## config.mk

```make
export PLATFORM = sky130hd
export DESIGN_NAME = sub64_rr_arbiter_flat
export DESIGN_NICKNAME = d
export VERILOG_FILES = /design/src/rtl/sub64_rr_arbiter_if.sv /design/src/rtl/sub64_rr_arbiter.sv /design/src/flat_wrapper.sv
export SDC_FILE = /design/constraint.sdc
export NUM_CORES = 1
export LEC_CHECK = 0
export CAP_MARGIN = 20
export CELL_PAD_IN_SITES_DETAIL_PLACEMENT = 0
export CELL_PAD_IN_SITES_GLOBAL_PLACEMENT = 1
export CORE_AREA = 2 2 237 239
export CTS_BUF_LIST = sky130_fd_sc_hd__clkbuf_8 sky130_fd_sc_hd__clkbuf_16
export CTS_CLUSTER_DIAMETER = 80
export DETAILED_ROUTE_END_ITERATION = 10
export DIE_AREA = 0 0 239 241
export GPL_ROUTABILITY_DRIVEN = 0
export GPL_TIMING_DRIVEN = 0
export PLACE_DENSITY_LB_ADDON = 0.2
export SETUP_SLACK_MARGIN = 0.3
export SYNTH_ARGS = -nofsm -noshare
export SYNTH_HDL_FRONTEND = slang
export SYNTH_SLANG_ARGS = --single-unit
```

## constraint.sdc

```tcl
create_clock -name clk -period 8.2 [get_ports clk]
set_input_delay 1.64 -clock clk [delete_from_list [all_inputs] [get_ports clk]]
set_output_delay 1.64 -clock clk [all_outputs]
set_load 0.1 [all_outputs]
```

## src/rtl/sub64_rr_arbiter_if.sv

```systemverilog
// Request/result bundle between the channel filters and the shared subtractor.
// Latency: none (wires only).
// Backpressure: res_ready stalls the result slot, which in turn withholds every req_ready.
interface sub64_rr_arbiter_if #(
    parameter int NUM_REQ = 4,
    parameter int ID_W    = 2,
    parameter int CNT_W   = 16
);
    logic [NUM_REQ-1:0]    req_valid;
    logic [NUM_REQ-1:0]    req_ready;
    logic [NUM_REQ*64-1:0] req_in1;
    logic [NUM_REQ*64-1:0] req_in2;
    logic                  res_valid;
    logic                  res_ready;
    logic [63:0]           res_data;
    logic [ID_W-1:0]       res_id;
    logic                  res_ovf;
    logic [CNT_W-1:0]      ovf_count;
    logic                  ovf_clr;

    // Requester / downstream side
    modport master (
        output req_valid, req_in1, req_in2, res_ready, ovf_clr,
        input  req_ready, res_valid, res_data, res_id, res_ovf, ovf_count
    );

    // Arbiter side
    modport slave (
        input  req_valid, req_in1, req_in2, res_ready, ovf_clr,
        output req_ready, res_valid, res_data, res_id, res_ovf, ovf_count
    );
endinterface

```

## src/rtl/sub64_rr_arbiter.sv

```systemverilog
// Round-robin shared 64-bit signed subtractor with overflow flag, optional saturation and overflow counter.
// Latency: 1 cycle from accept to res_valid; one result per cycle with res_ready held high.
// Backpressure: while a result is held (res_valid & !res_ready) no requester is granted.
module sub64_rr_arbiter #(
    parameter int NUM_REQ  = 4,   // 2..8
    parameter int ID_W     = 2,   // 2**ID_W must cover NUM_REQ
    parameter int SATURATE = 1,
    parameter int CNT_W    = 16
) (
    input  logic                 clk,
    input  logic                 rst_n,
    sub64_rr_arbiter_if.slave    bus
);

    localparam logic [63:0] MAX_POS = 64'h7FFF_FFFF_FFFF_FFFF;
    localparam logic [63:0] MIN_NEG = 64'h8000_0000_0000_0000;

    logic [ID_W-1:0] rr_ptr;
    logic [ID_W-1:0] win;
    logic [ID_W-1:0] win_hi;
    logic [ID_W-1:0] win_lo;
    logic            found_hi;
    logic            found_lo;
    logic            slot_free;
    logic            accept;
    logic [63:0]     in1_w;
    logic [63:0]     in2_w;
    logic [63:0]     raw;
    logic            ovf;
    logic [63:0]     res_next;
    logic [ID_W-1:0] ptr_next;

    // Winner search: lowest valid index at or above rr_ptr, else lowest valid index overall (wrap).
    always_comb begin
        win_hi   = '0;
        win_lo   = '0;
        found_hi = 1'b0;
        found_lo = 1'b0;
        for (int i = NUM_REQ - 1; i >= 0; i--) begin
            if (bus.req_valid[i]) begin
                win_lo   = ID_W'(i);
                found_lo = 1'b1;
                if (ID_W'(i) >= rr_ptr) begin
                    win_hi   = ID_W'(i);
                    found_hi = 1'b1;
                end
            end
        end
        win = found_hi ? win_hi : win_lo;
    end

    // The slot frees up when empty or when the held result is being taken this cycle.
    assign slot_free = !bus.res_valid || bus.res_ready;
    // Reset gating keeps grants off while rst_n is low.
    assign accept    = found_lo && slot_free && rst_n;

    // Grant only the winner; others see ready low.
    always_comb begin
        bus.req_ready = '0;
        if (accept) begin
            bus.req_ready[win] = 1'b1;
        end
    end

    // Operand mux for the winning requester.
    always_comb begin
        in1_w = '0;
        in2_w = '0;
        for (int i = 0; i < NUM_REQ; i++) begin
            if (win == ID_W'(i)) begin
                in1_w = bus.req_in1[64*i +: 64];
                in2_w = bus.req_in2[64*i +: 64];
            end
        end
    end

    // Overflow only possible when operand signs differ and the wrapped result flips away from in1's sign.
    assign raw      = in1_w - in2_w;
    assign ovf      = (in1_w[63] != in2_w[63]) && (raw[63] != in1_w[63]);
    assign res_next = ((SATURATE != 0) && ovf) ? (in1_w[63] ? MIN_NEG : MAX_POS) : raw;
    assign ptr_next = (win == ID_W'(NUM_REQ - 1)) ? '0 : win + 1'b1;

    // Result slot and round-robin pointer; data/id/ovf hold when the slot drains with no new accept.
    always_ff @(posedge clk or negedge rst_n) begin
        if (!rst_n) begin
            bus.res_valid <= 1'b0;
            bus.res_data  <= '0;
            bus.res_id    <= '0;
            bus.res_ovf   <= 1'b0;
            rr_ptr        <= '0;
        end else if (accept) begin
            bus.res_valid <= 1'b1;
            bus.res_data  <= res_next;
            bus.res_id    <= win;
            bus.res_ovf   <= ovf;
            rr_ptr        <= ptr_next;
        end else if (bus.res_ready) begin
            bus.res_valid <= 1'b0;
        end
    end

    // Saturating overflow event counter; clear wins over a same-edge increment.
    always_ff @(posedge clk or negedge rst_n) begin
        if (!rst_n) begin
            bus.ovf_count <= '0;
        end else if (bus.ovf_clr) begin
            bus.ovf_count <= '0;
        end else if (accept && ovf && (bus.ovf_count != {CNT_W{1'b1}})) begin
            bus.ovf_count <= bus.ovf_count + 1'b1;
        end
    end

endmodule
```

## src/flat_wrapper.sv

```systemverilog
// flat-port wrapper written by rule: the top's interface ports become plain ports
module sub64_rr_arbiter_flat 
#(
    parameter int NUM_REQ  = 4,          
    parameter int ID_W     = 2,                                
    parameter int SATURATE = 1,
    parameter int CNT_W    = 16
)
  (clk, rst_n, bus_req_valid, bus_req_in1, bus_req_in2, bus_res_ready, bus_ovf_clr, bus_req_ready, bus_res_valid, bus_res_data, bus_res_id, bus_res_ovf, bus_ovf_count);
  sub64_rr_arbiter_if #(.NUM_REQ(NUM_REQ), .ID_W(ID_W), .CNT_W(CNT_W)) bus_i ();
  input  logic clk;
  input  logic rst_n;
  input wire logic [$bits(bus_i.req_valid)-1:0] bus_req_valid;
  input wire logic [$bits(bus_i.req_in1)-1:0] bus_req_in1;
  input wire logic [$bits(bus_i.req_in2)-1:0] bus_req_in2;
  input wire logic [$bits(bus_i.res_ready)-1:0] bus_res_ready;
  input wire logic [$bits(bus_i.ovf_clr)-1:0] bus_ovf_clr;
  output wire logic [$bits(bus_i.req_ready)-1:0] bus_req_ready;
  output wire logic [$bits(bus_i.res_valid)-1:0] bus_res_valid;
  output wire logic [$bits(bus_i.res_data)-1:0] bus_res_data;
  output wire logic [$bits(bus_i.res_id)-1:0] bus_res_id;
  output wire logic [$bits(bus_i.res_ovf)-1:0] bus_res_ovf;
  output wire logic [$bits(bus_i.ovf_count)-1:0] bus_ovf_count;
  assign bus_i.req_valid = bus_req_valid;
  assign bus_i.req_in1 = bus_req_in1;
  assign bus_i.req_in2 = bus_req_in2;
  assign bus_i.res_ready = bus_res_ready;
  assign bus_i.ovf_clr = bus_ovf_clr;
  assign bus_req_ready = bus_i.req_ready;
  assign bus_res_valid = bus_i.res_valid;
  assign bus_res_data = bus_i.res_data;
  assign bus_res_id = bus_i.res_id;
  assign bus_res_ovf = bus_i.res_ovf;
  assign bus_ovf_count = bus_i.ovf_count;
  sub64_rr_arbiter #(.NUM_REQ(NUM_REQ), .ID_W(ID_W), .SATURATE(SATURATE), .CNT_W(CNT_W)) u_core (.clk(clk), .rst_n(rst_n), .bus(bus_i));
endmodule
```

==> results of run 1 <==
==> flip-flops by register name, indices dropped and copies added, names as in the netlist <==
| name | flops |
|---|---|
| u_core.bus.res_data | 64 |
| u_core.bus.ovf_count | 16 |
| u_core.bus.res_id | 2 |
| u_core.rr_ptr | 2 |
| u_core.bus.res_ovf | 1 |
| u_core.bus.res_valid | 1 |
==> layer usage <==
metal	GRT usage	up-vias	wire length (um)
met5	0	-	67
met4	0.03674	10	852
met3	0.03832	43	3846
met2	0.4193	477	34760
met1	0.3039	7015	31160
li1	-	7040	-
==> cell families after synthesis <==
family                   Yosys count  share of synthesized area
multiplexers                       2                   0.001860
buffers and inverters            157                    0.05556
XOR/XNOR                          62                    0.05044
adder cells (fa/ha/maj)           70                    0.08275
flip-flops                        86                     0.1999
AO/OA/AOI/OAI                    714                     0.4305
AND/OR/NAND/NOR                  431                     0.1790
==> power groups by stage <==
stage | combinational, mW | clock, mW | sequential, mW
5_1_grt | 10.3 | 0.423 | 0.742
3_5_place_dp | 8.66 | 0 | 0.724
4_1_cts | 9.24 | 0.406 | 0.718
6_report | 9.58 | 0.396 | 0.719
2_1_floorplan | 4.57 | 0 | 1.90
3_3_place_gp | 8.65 | 0 | 0.719
==> placed cells by master (no fill, tap or decap), types with 12 or more instances in the layout <==
| master | count |
|---|---|
| a21o_1 | 40 |
| a21oi_1 | 173 |
| a21oi_2 | 23 |
| a221o_1 | 126 |
| and3_1 | 15 |
| buf_4 | 48 |
| clkbuf_1 | 33 |
| clkbuf_16 | 14 |
| clkbuf_2 | 40 |
| clkbuf_4 | 13 |
| clkbuf_8 | 12 |
| clkdlybuf4s50_1 | 601 |
| dfrtp_1 | 86 |
| ha_1 | 54 |
| inv_1 | 27 |
| nand2_1 | 120 |
| nand3_1 | 22 |
| nand4_1 | 19 |
| nor2_1 | 183 |
| o21a_1 | 13 |
| o21ai_0 | 209 |
| o21ai_1 | 29 |
| o21ai_2 | 13 |
| o21bai_1 | 14 |
| xnor2_1 | 36 |
| xor2_1 | 26 |
==> repair_timing <==
item | 4_1_cts | 5_1_grt
cloned | 1 | 1
pin swaps | 33 | 44
resized for setup | 223 | 112
setup buffers | 26 | 21
endpoints found under the setup margin | 84 | 80
==> how the worst min path moves through the flow <==
stage	slack [ns]	from	endpoint	depth (start not counted)
after detailed placement	0.48	u_core.bus.res_id[1]	u_core.bus.res_id[1]	2
final	0.49	u_core.bus.res_id[1]	u_core.bus.res_id[1]	2
after CTS	0.49	u_core.bus.res_id[1]	u_core.bus.res_id[1]	2
after global placement	0.47	u_core.bus.res_data[63]	u_core.bus.res_data[63]	2
after floorplan	0.51	u_core.rr_ptr[0]	u_core.rr_ptr[0]	1
after global routing	0.53	u_core.bus.res_data[4]	u_core.bus.res_data[4]	2
==> cell type report <==
type	instances	share of cell area
buffer	130	0.04632
clock inverter	7	0.002206
clock buffer	9	0.01168
inverter	27	0.005384
timing repair buffer	658	0.3397
sequential	86	0.1116
antenna	4	0.0005190
multi-input combinational	1279	0.4369
tap	704	0.04567
==> worst register-to-register path, delay by kind of cell (launching register included) <==
| kind | cells | cell delay (ns) |
|---|---|---|
| adder cells (fa/ha/maj) | 3 | 1.25 |
| AND/OR/NAND/NOR | 7 | 1.20 |
| buffers and inverters | 5 | 0.90 |
| AO/OA/AOI/OAI | 14 | 2.75 |
| flip-flops | 1 | 0.49 |
==> through the flow <==
step,power [mW],hold slack [ns],cells
after floorplan,6.470,0.5084,1522
after CTS,10.36,0.4928,2878
final,10.69,0.4902,2904
after global placement,9.370,0.4722,2832
after global routing,11.48,0.5259,2902
after detailed placement,9.388,0.4783,2835
==> results.cfg, run 1 <==
[timing]
fmax_ghz = 0.1313
final.setup.tns_ns = 0
layout_min_cycle_time_ns = 7.615
rsz0062_at_grt = false
tightest_slew_ns = 1.100
drv_slew = 0
clock-skew-final_ns = 0.01104
fin_ws_ns = 0.5851
finalHoldViolCount = 0
finalCritPeriodShare = 0.9286
setup_violations = 0
slew_headroom = 0.2643

[worst_setup_path]
path_buf_inv = 9
cp.depth = 34
endpoint_kind = flip-flop
critPathLaunchType = input port
worstReg2RegEnd = u_core.bus.ovf_count[8]
rrSetupSlack_ns = 1.54
crit_start = bus_req_valid[0]
r2r_start = u_core.rr_ptr[1]
slowest_stage = fa_2
crit_arrival_ns = 7.90
required_ns = 8.48
r2r_cells = 29
max_stage_delay_ns = 0.62
endpoint = u_core.bus.ovf_count[8]
path_class = in2reg
crit_path_frequent_cell = a21oi_2
cp_max_fo = 10
critPathTopFamily = compound AO/OA/AOI/OAI gates

[power]
p_leak_nw = 7.632
net-switching-power_mw = 6.459
share_comb_of_total_power = 0.896
p_sw_frac = 0.6040
vdd_drop_max_mv = 0.1768
seq_power_share = 0.067
pwr-share-clk = 0.037
p_per_area_nw_per_um2 = 554.5
intPower_mw = 4.235

[floorplan]
floorplan.die.width_um = 239
core_area_um2 = 54880
dieArea_um2 = 57600
start_util = 0.1962
rows = 86
die_height_um = 241
io_pins = 608

[logic_synthesis]
yosysTopAreaCell = dfrtp_1
ys_top_cells_by_count = o21ai_0 (249), a21oi_1 (197), nor2_1 (186)
synth_top_area_frac = 0.1999
syn_nets = 2112
ys.flop_type = dfrtp_1
synth_cell_types = 72
synth-edff-count = 0
syn_area_um2 = 10770
synthArstFlopShare = 1.000
synthTopCellsByArea = dfrtp_1 (20%), a221o_1 (12%), o21ai_0 (12%), a21oi_1 (9.2%), ha_1 (7.9%)
syn_area_per_cell_um2 = 7.073
ys_warn_count = 0
synthCells = 1522
post-synth-top-count-cell = o21ai_0
ys_ff_latch = 86
yosysSeqAreaShare = 0.1999

[place]
numPortBuffers = 606
place_area_um2 = 17770
preCtsSetupSlack_ns = -3.092
dp_hpwl_mm = 59.62

[route]
drc = 0
via_per_inst = 5.022
drt_wl_total_mm = 70.69
via_count = 14590
wl_per_cell_um = 24.34
dr.first_iter.drc_count = 856
dr.pass1.iters = 5
antenna_left = 0

[clocking]
cts_tree = yes
cts-root-buf = clkbuf_16
worstSkewPairLatency_ns = 0.36
cts_buffers = 9
cts_hold_buf = 0
cts_num_sinks = 86
clk_pin_slew_worst_paths_ns = 0.06
cts_buffer_depth = 2
htree_levels = 3

[finish]
area_growth_pct = 79.16
multi_input_area_um2 = 8427
fin_util = 0.3515
fin_area_um2 = 19290
regArea_um2 = 2152
num-fill-cells = 5916
layout-drive-gt1-share = 0.1157
layout.nets = 2781

[grt]
first_global_vias = 15000
grt_max_degree = 55
grtUsageTotal = 0.2359
overflow = 0
grt_antenna_before_repair = 8
grt_pass1_wl_mm = 99.92

[run]
max_cap_violations = 0

[worst_hold_path]
hp-class = reg2reg

[run_status]
outcome = finished, final reports clean
Power figures use the tool's default switching activity.
==> run 2: changes to the inputs <==
--- a/config.mk
+++ b/config.mk
@@ -11,12 +11,15 @@
 export CORE_AREA = 2 2 237 239
 export CTS_BUF_LIST = sky130_fd_sc_hd__clkbuf_8 sky130_fd_sc_hd__clkbuf_16
 export CTS_CLUSTER_DIAMETER = 80
+export CTS_CLUSTER_SIZE = 24
 export DETAILED_ROUTE_END_ITERATION = 10
 export DIE_AREA = 0 0 239 241
 export GPL_ROUTABILITY_DRIVEN = 0
 export GPL_TIMING_DRIVEN = 0
 export PLACE_DENSITY_LB_ADDON = 0.2
 export SETUP_SLACK_MARGIN = 0.3
+export SKIP_LAST_GASP = 1
+export SLEW_MARGIN = 40
 export SYNTH_ARGS = -nofsm -noshare
 export SYNTH_HDL_FRONTEND = slang
 export SYNTH_SLANG_ARGS = --single-unit
==> results.cfg, run 2 (synthesis gave the netlist of run 1 again) <==
[run_status]
outcome = finished, final reports clean

[floorplan]
core_area_um2 = 54880
die_height_um = 241
dieArea_um2 = 57600
rows = 86
start_util = 0.1962
floorplan.die.width_um = 239
io_pins = 608

[finish]
mostFrequentLayoutCells = clkdlybuf4s50_1 (513), o21ai_0 (220), nor2_1 (184)
layout-drive-gt1-share = 0.1429
fin_area_um2 = 18680
fin_util = 0.3404
largestRegisters = u_core.bus.res_data (64), u_core.bus.ovf_count (16)
largest_register = u_core.bus.res_data
final_cell_count_no_fill = 2890
layout.nets = 2763
largest_reg_flops = 64
layout_commonest_cell = clkdlybuf4s50_1
area_growth_pct = 73.54

[grt]
met1_usage = 0.3007
busiest_layer = met2
grt_antenna_before_repair = 12
gr-usage-met3 = 0.04186
first_global_vias = 14860
grt_util_met2 = 0.3982
grt_pass1_wl_mm = 98.85
grtUsageTotal = 0.2345
overflow = 0
grt_max_degree = 72

[timing]
fmax_ghz = 0.1308
drv_slew = 0
finalHoldViolCount = 0
setup_violations = 0
final.setup.tns_ns = 0
tightest_slew_ns = 0.7201
layout_min_cycle_time_ns = 7.647
clock-skew-final_ns = 0.01457
fin_ws_ns = 0.5534
slew_headroom = 0.5199
finalCritPeriodShare = 0.9325
rsz0062_at_grt = true

[clocking]
clk_pin_slew_worst_paths_ns = 0.07
cts_num_sinks = 86
htree_levels = 3
cts_buffers = 9
cts-root-buf = clkbuf_16
cts_tree = yes
cts_buffer_depth = 2
worstSkewPairLatency_ns = 0.37

[place]
place_area_um2 = 17320
preCtsSetupSlack_ns = -2.472
dp_hpwl_mm = 59.38
dp_cells = 2833
numPortBuffers = 606

[route]
dr.pass1.iters = 5
antenna_left = 0
wl_per_cell_um = 24.44
drc = 0
via_per_inst = 5.019
drt_wl_total_mm = 70.64
via_count = 14510
dr.first_iter.drc_count = 859

[worst_setup_path]
required_ns = 8.49
max_stage_delay_ns = 0.62
critPathLaunchType = input port
path_class = in2reg
crit_arrival_ns = 7.94
crit_path_frequent_cell = buf_6
endpoint_kind = flip-flop
cp_max_fo = 10
slowest_stage = fa_2

[power]
vdd_drop_max_mv = 0.1830
p_per_area_nw_per_um2 = 554.8
p_leak_nw = 7.550

[worst_hold_path]
hp-class = reg2reg

[run]
max_cap_violations = 0
==> run 2: metrics by stage <==
stage          power [mW]  hold WS (ns)
3_5_place_dp        9.220        0.4712
5_1_grt             11.17        0.5138
3_3_place_gp        9.370        0.4722
6_report            10.36        0.4791
2_1_floorplan       6.470        0.5084
4_1_cts             10.15        0.4854
==> run 2: area by class of cell <==
cell class                      count  area (um2)
Fill cell                        5950       36200
Sequential cell                    86        2152
Clock buffer                       10       239.0
Multi-Input combinational cell   1279        8369
Tap cell                          704       880.8
Buffer                            130       872.1
Antenna cell                        9       22.52
Inverter                           27       106.4
Clock inverter                      5       57.56
Timing Repair Buffer              640        5982
==> run 2: report_power, final <==
group	switching [mW]	internal [mW]	leakage, nW	total (mW)
Clock	0.195	0.244	0.149	0.439
Sequential	0.100	0.613	1.01	0.713
Combinational	6.10	3.11	6.39	9.21
Total	6.40	3.97	7.55	10.4
==> run 2: path summary, 6_finish.rpt <==
kind,startpoint,end,slack (ns),cells after the start
hold reg to reg,u_core.bus.res_id[1],u_core.bus.res_id[1],0.48,2
setup reg to reg,u_core.rr_ptr[1],u_core.bus.ovf_count[15],1.44,33
setup / recovery,bus_req_valid[0],u_core.bus.ovf_count[15],0.55,36
min in group asynchronous,rst_n,u_core.bus.res_data[8],1.09,1
hold / removal,u_core.bus.res_id[1],u_core.bus.res_id[1],0.48,2
max in group asynchronous,rst_n,u_core.bus.res_data[54],6.46,2
==> run 2: worst max-delay path: cells and delay by family <==
family | cells | cell delay (ns)
buffers and inverters | 11 | 1.38
and+or+nand+nor | 8 | 1.42
adders and majority gates | 3 | 1.14
AOI/OAI and AO/OA | 14 | 2.31
==> run 2: metal layers <==
metal	vias to the layer above	share of wire
li1	7016	-
met1	6893	0.44
met2	525	0.48
met3	65	0.061
met4	6	0.022
met5	-	0.00048
==> run 2: repair_timing <==
action	in CTS	in global routing
setup endpoints to repair	81	80
endpoints found under the hold margin	0	0
cloned	2	1
hold buffers	0	0
gates resized for setup	190	96
pin swaps	27	27
setup buffers	17	13
